[src/rtl/gpu_cmd_pkg.sv]
// Shared constants and types for the command packet assembler.
// Header layout, word/data widths and the assembler state encoding.
package gpu_cmd_pkg;

  localparam int WORD_W = 16;
  localparam int ADDR_W = 7;
  localparam int DATA_W = 64;
  localparam int WORDS  = DATA_W / WORD_W;
  localparam int CNT_W  = $clog2(WORDS + 1);

  localparam int HDR_RW_BIT   = WORD_W - 1;
  localparam int HDR_ADDR_MSB = WORD_W - 2;

  typedef enum logic [1:0] {
    IDLE,
    HDR,
    DATA,
    OUT
  } asm_state_t;

endpackage

[src/rtl/cmd_packet_assembler_if.sv]
// FIFO read side plus register-file command side of the assembler.
// master: assembler (pops FIFO, drives cmd_*); slave: FIFO/regfile side.
interface cmd_packet_assembler_if;
  import gpu_cmd_pkg::*;

  logic              fifo_rd_en;
  logic [WORD_W-1:0] fifo_rd_data;
  logic              fifo_rd_empty;
  logic              cmd_valid;
  logic              cmd_ready;
  logic              cmd_rw;
  logic [ADDR_W-1:0] cmd_addr;
  logic [DATA_W-1:0] cmd_data;
  logic              busy;

  modport master (
    output fifo_rd_en,
    input  fifo_rd_data,
    input  fifo_rd_empty,
    output cmd_valid,
    input  cmd_ready,
    output cmd_rw,
    output cmd_addr,
    output cmd_data,
    output busy
  );

  modport slave (
    input  fifo_rd_en,
    output fifo_rd_data,
    output fifo_rd_empty,
    input  cmd_valid,
    output cmd_ready,
    input  cmd_rw,
    input  cmd_addr,
    input  cmd_data,
    input  busy
  );

endinterface

[src/rtl/cmd_packet_assembler.sv]
// Pops header/data words from a registered-read FIFO into reg packets.
// Ports: clk, rst_n (async low), bus (master: FIFO pop + cmd handshake).
module cmd_packet_assembler
  import gpu_cmd_pkg::*;
(
  input  logic                   clk,
  input  logic                   rst_n,
  cmd_packet_assembler_if.master bus
);

  asm_state_t        state_q, state_d;
  logic              pend_q;
  logic [CNT_W-1:0]  cnt_q, cnt_d;
  logic [CNT_W-1:0]  iss_q, iss_d;
  logic              rw_q, rw_d;
  logic [ADDR_W-1:0] addr_q, addr_d;
  logic [DATA_W-1:0] data_q, data_d;
  logic              rd_en;

  logic              hdr_rw;
  logic [ADDR_W-1:0] hdr_addr;
  logic              empty;

  assign empty    = bus.fifo_rd_empty;
  assign hdr_rw   = bus.fifo_rd_data[HDR_RW_BIT];
  assign hdr_addr = bus.fifo_rd_data[HDR_ADDR_MSB -: ADDR_W];

  always_comb begin
    state_d = state_q;
    cnt_d   = cnt_q;
    iss_d   = iss_q;
    rw_d    = rw_q;
    addr_d  = addr_q;
    data_d  = data_q;
    rd_en   = 1'b0;
    unique case (state_q)
      IDLE: begin
        if (!empty) begin
          rd_en   = 1'b1;
          state_d = HDR;
        end
      end
      HDR: begin
        // Header word is on fifo_rd_data now; data cleared so reads
        // present zero.
        rw_d   = hdr_rw;
        addr_d = hdr_addr;
        data_d = '0;
        cnt_d  = '0;
        if (hdr_rw) begin
          state_d = OUT;
        end else begin
          state_d = DATA;
          rd_en   = !empty;
          iss_d   = {{(CNT_W-1){1'b0}}, !empty};
        end
      end
      DATA: begin
        if ((iss_q < CNT_W'(WORDS)) && !empty) begin
          rd_en = 1'b1;
          iss_d = iss_q + CNT_W'(1);
        end
        if (pend_q) begin
          data_d = {data_q[DATA_W-WORD_W-1:0], bus.fifo_rd_data};
          cnt_d  = cnt_q + CNT_W'(1);
          if (cnt_q == CNT_W'(WORDS - 1)) begin
            state_d = OUT;
          end
        end
      end
      OUT: begin
        if (bus.cmd_ready) begin
          state_d = IDLE;
        end
      end
      default: state_d = IDLE;
    endcase
  end

  always_ff @(posedge clk or negedge rst_n) begin
    if (!rst_n) begin
      state_q <= IDLE;
      pend_q  <= 1'b0;
      cnt_q   <= '0;
      iss_q   <= '0;
      rw_q    <= 1'b0;
      addr_q  <= '0;
      data_q  <= '0;
    end else begin
      state_q <= state_d;
      pend_q  <= rd_en;
      cnt_q   <= cnt_d;
      iss_q   <= iss_d;
      rw_q    <= rw_d;
      addr_q  <= addr_d;
      data_q  <= data_d;
    end
  end

  // IDLE pops on non-empty, so gate with reset to keep rd_en low
  // while the block is held in reset.
  assign bus.fifo_rd_en = rd_en & rst_n;
  assign bus.cmd_valid  = (state_q == OUT);
  assign bus.cmd_rw     = rw_q;
  assign bus.cmd_addr   = addr_q;
  assign bus.cmd_data   = data_q;
  assign bus.busy       = (state_q != IDLE);

endmodule

[src/flat_wrapper.sv]
// flat-port wrapper written by rule: the top's interface ports become plain ports
module cmd_packet_assembler_flat import gpu_cmd_pkg::*;
  (clk, rst_n, bus_fifo_rd_en, bus_fifo_rd_data, bus_fifo_rd_empty, bus_cmd_valid, bus_cmd_ready, bus_cmd_rw, bus_cmd_addr, bus_cmd_data, bus_busy);
  cmd_packet_assembler_if bus_i ();
  input  logic clk;
  input  logic rst_n;
  output wire logic [$bits(bus_i.fifo_rd_en)-1:0] bus_fifo_rd_en;
  input wire logic [$bits(bus_i.fifo_rd_data)-1:0] bus_fifo_rd_data;
  input wire logic [$bits(bus_i.fifo_rd_empty)-1:0] bus_fifo_rd_empty;
  output wire logic [$bits(bus_i.cmd_valid)-1:0] bus_cmd_valid;
  input wire logic [$bits(bus_i.cmd_ready)-1:0] bus_cmd_ready;
  output wire logic [$bits(bus_i.cmd_rw)-1:0] bus_cmd_rw;
  output wire logic [$bits(bus_i.cmd_addr)-1:0] bus_cmd_addr;
  output wire logic [$bits(bus_i.cmd_data)-1:0] bus_cmd_data;
  output wire logic [$bits(bus_i.busy)-1:0] bus_busy;
  assign bus_fifo_rd_en = bus_i.fifo_rd_en;
  assign bus_i.fifo_rd_data = bus_fifo_rd_data;
  assign bus_i.fifo_rd_empty = bus_fifo_rd_empty;
  assign bus_cmd_valid = bus_i.cmd_valid;
  assign bus_i.cmd_ready = bus_cmd_ready;
  assign bus_cmd_rw = bus_i.cmd_rw;
  assign bus_cmd_addr = bus_i.cmd_addr;
  assign bus_cmd_data = bus_i.cmd_data;
  assign bus_busy = bus_i.busy;
  cmd_packet_assembler u_core (.clk(clk), .rst_n(rst_n), .bus(bus_i));
endmodule
[config.mk]
export PLATFORM = sky130hd
export DESIGN_NAME = cmd_packet_assembler_flat
export DESIGN_NICKNAME = d
export VERILOG_FILES = /design/src/rtl/gpu_cmd_pkg.sv /design/src/rtl/cmd_packet_assembler_if.sv /design/src/rtl/cmd_packet_assembler.sv /design/src/flat_wrapper.sv
export SDC_FILE = /design/constraint.sdc
export NUM_CORES = 1
export LEC_CHECK = 0
export ABC_CLOCK_PERIOD_IN_PS = 2100
export BUFFER_PORTS_ARGS = -buffer_cell sky130_fd_sc_hd__clkbuf_2
export CORE_MARGIN = 2
export CORE_UTILIZATION = 49
export CTS_CLUSTER_DIAMETER = 50
export CTS_CLUSTER_SIZE = 28
export DETAILED_ROUTE_END_ITERATION = 8
export PLACE_DENSITY = 0.77
export SETUP_SLACK_MARGIN = 0.15
export SYNTH_ARGS = -nofsm -noshare
export SYNTH_HDL_FRONTEND = slang
export SYNTH_SLANG_ARGS = --single-unit
[constraint.sdc]
create_clock -name clk -period 2.1 [get_ports clk]
set_clock_uncertainty 0.2 [all_clocks]
set_input_delay 0 -clock clk [delete_from_list [all_inputs] [get_ports clk]]
set_output_delay 0 -clock clk [all_outputs]
set_load 0.01 [all_outputs]
After elaboration in Yosys (flattened, before gate mapping)

Cells that the tools add are included.
W data, S select, Z words.

Bits in registers: 81
Input bits: 20
Output and inout bits: 75
Logic and storage cells: 46

Add/subtract/negate cells: 2
Order comparisons: 1
Equality and inequality tests: 10
Multiplexer cells: 17
Bitwise operators: 1
Reductions and logical operators: 8

Operators with widths:

| operator              | count |
|---|---|
| $pmux W64 S2          | 1 |
| $mux W64              | 1 |
| $pmux W3 S2           | 2 |
| $mux W3               | 3 |
| $mux W2               | 4 |
| $ne A2 B1 Y1 const B  | 4 |
| $pmux W2 S4           | 1 |
| $add A3 B1 Y3 const B | 2 |
| $eq A2 B2 Y1 const B  | 2 |
| $mux W1               | 4 |
| $ne A2 B2 Y1 const B  | 2 |
| $reduce_and A4 Y1     | 1 |
| $reduce_bool A2 Y1    | 2 |
| $eq A3 B2 Y1 const B  | 1 |
| $lt A3 B3 Y1 const B  | 1 |
| $pmux W1 S3           | 1 |
| $reduce_and A3 Y1     | 1 |
| $eq A2 B1 Y1 const B  | 1 |
| $logic_not A2 Y1      | 1 |
| $reduce_and A2 Y1     | 1 |
| $and A1 B1 Y1         | 1 |
| $logic_and A1 B1 Y1   | 1 |
| $logic_not A1 Y1      | 1 |

Longest topological paths before layout

Depth after elaboration: 5
Mapped depth: 8

Least setup slack after synthesis

Ideal clock, no wire load.

Path kind: register to register
Start: reg u_core.state_q[0]
End: reg u_core.state_q[1]
Arrival: 1.569 ns
Required time: 1.775 ns
Setup slack: 0.206 ns
Stages on the path, launching flop included: 7
Buffers on the path: 1
Period minus slack after synthesis: 1.894 ns
Path through: dfrtp_1 inv_1 ha_1 buf_6 a21boi_1 or3_4 mux2_4

Word-level cells in the longest chain between the ends: 3
Elaborated cells on any way between the ends: 10
Those cells by class: eq/ne (7); mux (1); reduce/logical (2)

RTL lines:

| item                                                          | line                       | text |
|---|---|---|
| start: declaration                                            | cmd_packet_assembler.sv:11 | `asm_state_t state_q, state_d;` |
| start signal: assignment                                      | cmd_packet_assembler.sv:90 | `state_q <= state_d;` |
| $eq A2 B2 Y1 / $logic_not A2 Y1 (equally long branches)       | cmd_packet_assembler.sv:36 | `unique case (state_q)` |
| $ne A2 B1 Y1 (no line) / $ne A2 B2 Y1 (equally long branches) | --                         |  |
| $reduce_and A4 Y1 (no line)                                   | --                         |  |

Several ways; a longest one is shown, not always the timed one.
A chain may end at the register's enable or synchronous reset.

Worst setup path in the final report

Start: reg u_core.state_q[1]
End: reg u_core.state_q[1]

Same word-level chain as after synthesis.

==> flow_results.org <==
** Route
- Via count :: ~2300
- First-iteration detailed-routing DRC count :: 112
- Via-to-Cell Ratio :: approximately 5.5
- In the routed design, unresolved DRC markers number 0.
- Routed wire length per instance :: about 17 um
- Final WL :: 7.060 mm
- For this run, the detailed router's first-pass iteration total came to 4.
- Remaining antenna violation count :: 0

** Floorplan
- Once the floorplan was initialized, standard cells occupied between 50% and 60% of the core.
- The initialized floorplan defines 29 standard-cell rows.
- In this run the horizontal extent of the chip is approximately 84 um.
- For this design the top-level I/O count stands at 95.
- Core Area :: between 6000 and 7000 um^2
- The die covers just over 7000 um^2.
- From bottom edge to top edge, the die measures around 84 um.

** Cells and area
- Commonest non-fill, non-tap cell in the layout :: sky130_fd_sc_hd__clkbuf_2
- Combined area of the multi-input logic cells :: approximately 1000 um^2
- Fraction of layout instances using a drive strength above 1 :: 42.06%
- At the end of the flow, the number of nets in the layout was between 300 and 400.
- In the layout the commonest cells are sky130_fd_sc_hd__clkbuf_2, sky130_fd_sc_hd__dfrtp_1, sky130_fd_sc_hd__a22o_1.
- Across the whole layout, storage elements account for a little over 2000 um^2.
- Counting the fill cells in the layout gives between 400 and 500.
- # diodes :: 0
- Leaving out filler cells and counting taps, the final layout contains about 420.
- Compared with the post-synthesis result, the final layout area differs by 34.20%.

** Logic synthesis
- Primary flip-flop cell chosen by synthesis mapping :: sky130_fd_sc_hd__dfrtp_1
- Summing the sequential cell areas from Yosys gives around 64% of the chip area.
- In the synthesized netlist the async set-or-reset flop fraction comes to 100.0%.
- Yosys mapped the design onto 27 distinct sky130hd cell types.
- Area of the mapped netlist :: 3143 um^2
- Warnings from Yosys :: 0
- Number of enable-type register cells in the synthesized netlist :: 0
- Synthesized flop and latch total :: just over 80
- Leading cell types by total area after synthesis :: sky130_fd_sc_hd__dfrtp_1, sky130_fd_sc_hd__a22o_1, sky130_fd_sc_hd__ha_1
- Area leader, netlist :: sky130_fd_sc_hd__dfrtp_1
- Averaged over all synthesized cells, the footprint is approximately 15 um^2.
- Counting every instance in the synthesized netlist gives 216.
- Proportion of netlist area held by the largest area contributor :: 64.49%
- The number of nets handed over by synthesis was between 200 and 250.

** Run status
- The run finished with clean final reports.

** Clocking
- Clock latency on the worst-skew pair, taken at its later pin, is ~0.33 ns.
- The clock tree synthesis step divided the H-tree into 3 levels.
- Clock tree from TritonCTS :: done
- # clock sinks :: 81
- Clock slew at the register clock pins of the worst setup and hold paths :: around 0.09 ns
- Clock tree synthesis inserted a total of 9 buffers.
- Largest buffer count on any clock path :: 2
- CTS placed an instance of sky130_fd_sc_hd__clkbuf_8 at the clock tree root.

** Placed design
- Estimated wirelength of the detail-placed design :: between 4 and 5 mm
- Number of buffers added on ports :: 94
- Including well taps, the total number of placed cells is ~380.
- Last weighted congestion value of the routability-driven placer :: between 0.7 and 0.8

** Job
- Max Cap Viol :: 0

** Global route
- Wire length of the first global-routing pass :: about 11 mm
- Initial antenna violation count :: 0
- Global-route usage over all layers :: 20.45%
- Gr ovfl total :: 0
- The via count of the first global-routing pass was 2226.
- Maximum number of pins on one net before global-route repair :: 65

** Power and ir drop
- After layout, the design draws a total of approximately 6300 uW.
- Worst ir drop on vdd :: about 0.98 mV
- Total power per unit cell area :: between 1000 and 1500 nW/um^2
- Summed over all cells, the static leakage comes to about 0.0022 uW.

** Timing
- Clock period minus final worst setup slack :: around 1.9 ns
- Setup repair after global routing left no endpoint under its margin.
- Measured against its own limit, the worst slew margin works out to about 45%.
- The count of endpoints failing hold in the final timing report is 0.
- The number of slew-limit violations in the final report came to 0.
- At the pin with the least slew margin, the transition time is between 0.8 and 0.9 ns.
- Total Neg Setup Slack :: 0 ns
- The worst path uses between 90 and 100% of the clock period.
- Setup violations remaining at the end of the flow were counted as 0.
- The tightest hold path in the finished design has a slack of 0.07993 ns.
- Achievable Freq :: around 0.52 GHz

** Setup path
- The worst setup path is captured at a flop.
- Along the worst path, the maximum fanout reaches 9.
- STA puts the critical path data required time at approximately 2.1 ns.
- The critical path is of the reg2reg type.
- Sort of element at the start of the critical path :: flop
- Setup slack, reg-to-reg :: approximately 0.16 ns
- Crit path DAT :: a little under 2 ns

** Min path
- Hold WC Path Type :: in2async
[area by class of cell]
type	count	area share (%)
sequential	81	48.09
multi-input combinational	112	24.71
clock buffer	10	3.263
tap	77	2.284
timing repair buffer	124	18.72
inverter	7	0.6230
clock inverter	6	2.314
[what timing repair did]
action,4_1_cts,5_1_grt
hold buffers,20,0
pin swaps,0,1
resized for setup,4,9
endpoints found under the setup margin,69,3
endpoints found under the hold margin,110,0
setup buffers,1,3
[where the power goes]
group | switching, uW | leakage [uW] | internal (uW) | total (uW)
Clock | 578 | 0.000119 | 721 | 1300
Combinational | 1280 | 0.000991 | 1210 | 2490
Sequential | 441 | 0.00109 | 2080 | 2520
[sequential cells by signal (all words and copies together) (netlist names)]
signal               count
u_core.bus.cmd_rw        1
u_core.pend_q            1
u_core.bus.cmd_addr      7
u_core.bus.cmd_data     64
u_core.cnt_q             3
u_core.iss_q             3
u_core.state_q           2
[critical path: stages, from the launching register on]
cell,delay (ns)
sky130_fd_sc_hd__dfrtp_2,0.44
sky130_fd_sc_hd__buf_4,0.16
sky130_fd_sc_hd__ha_4,0.20
sky130_fd_sc_hd__a21boi_1,0.16
sky130_fd_sc_hd__or3_4,0.37
sky130_fd_sc_hd__mux2_4,0.30
[cells in the mapped netlist (2+ instances only)]
cell and count:
sky130_fd_sc_hd__and2_1 2, sky130_fd_sc_hd__dfrtp_1 81, sky130_fd_sc_hd__inv_1 7, sky130_fd_sc_hd__nand2_1 4
sky130_fd_sc_hd__buf_2 11, sky130_fd_sc_hd__ha_1 9, sky130_fd_sc_hd__o31ai_1 2, sky130_fd_sc_hd__o21ai_0 5
sky130_fd_sc_hd__a22o_1 65, sky130_fd_sc_hd__mux2_2 8, sky130_fd_sc_hd__o21a_1 2, sky130_fd_sc_hd__buf_6 4
sky130_fd_sc_hd__o41ai_1 2
[cell families (layout without fill, tap and decap cells)]
kind of cell | Yosys count | in the layout | share of synthesized area [%]
compound gates | 81 | 81 | 21.78
buf+inv | 23 | 147 | 4.260
fa+ha+maj | 9 | 9 | 3.583
mux | 10 | 10 | 3.662
simple gates | 12 | 12 | 2.229
flops | 81 | 81 | 64.49
[layer usage]
layer	part of all wire [%]	GRT usage, %	vias to the layer above
met4	1.7	8.651	0
met2	51	31.10	66
li1	-	-	1053
met1	44	29.14	1169
met5	0	0	-
met3	3.6	3.561	13
[per-stage QoR]
step                      utilization, %  worst slack, ns  area [um^2]
after CTS                          66.27           0.1440         4160
after global routing               67.19           0.1218         4218
after floorplan                        -           0.2063         3143
after detailed placement           58.96          0.04535         3701
after global placement             58.96           0.1323         3701
final                              67.19           0.1625         4218
[worst paths after layout]
check,start,endpoint,depth (start not counted)
setup / recovery,u_core.state_q[1]$_DFFE_PN0P_,u_core.state_q[1]$_DFFE_PN0P_,5
hold / removal,rst_n,u_core.bus.cmd_data[37]$_DFFE_PN0P_,3
setup reg to reg,u_core.state_q[1]$_DFFE_PN0P_,u_core.state_q[1]$_DFFE_PN0P_,5
hold reg to reg,u_core.cnt_q[2]$_DFFE_PN0P_,u_core.cnt_q[2]$_DFFE_PN0P_,2
max in group asynchronous,rst_n,u_core.bus.cmd_data[18]$_DFFE_PN0P_,3
min in group clk,bus_fifo_rd_data[2],u_core.bus.cmd_data[2]$_DFFE_PN0P_,3
No activity file was read; power rests on OpenSTA's default activity.
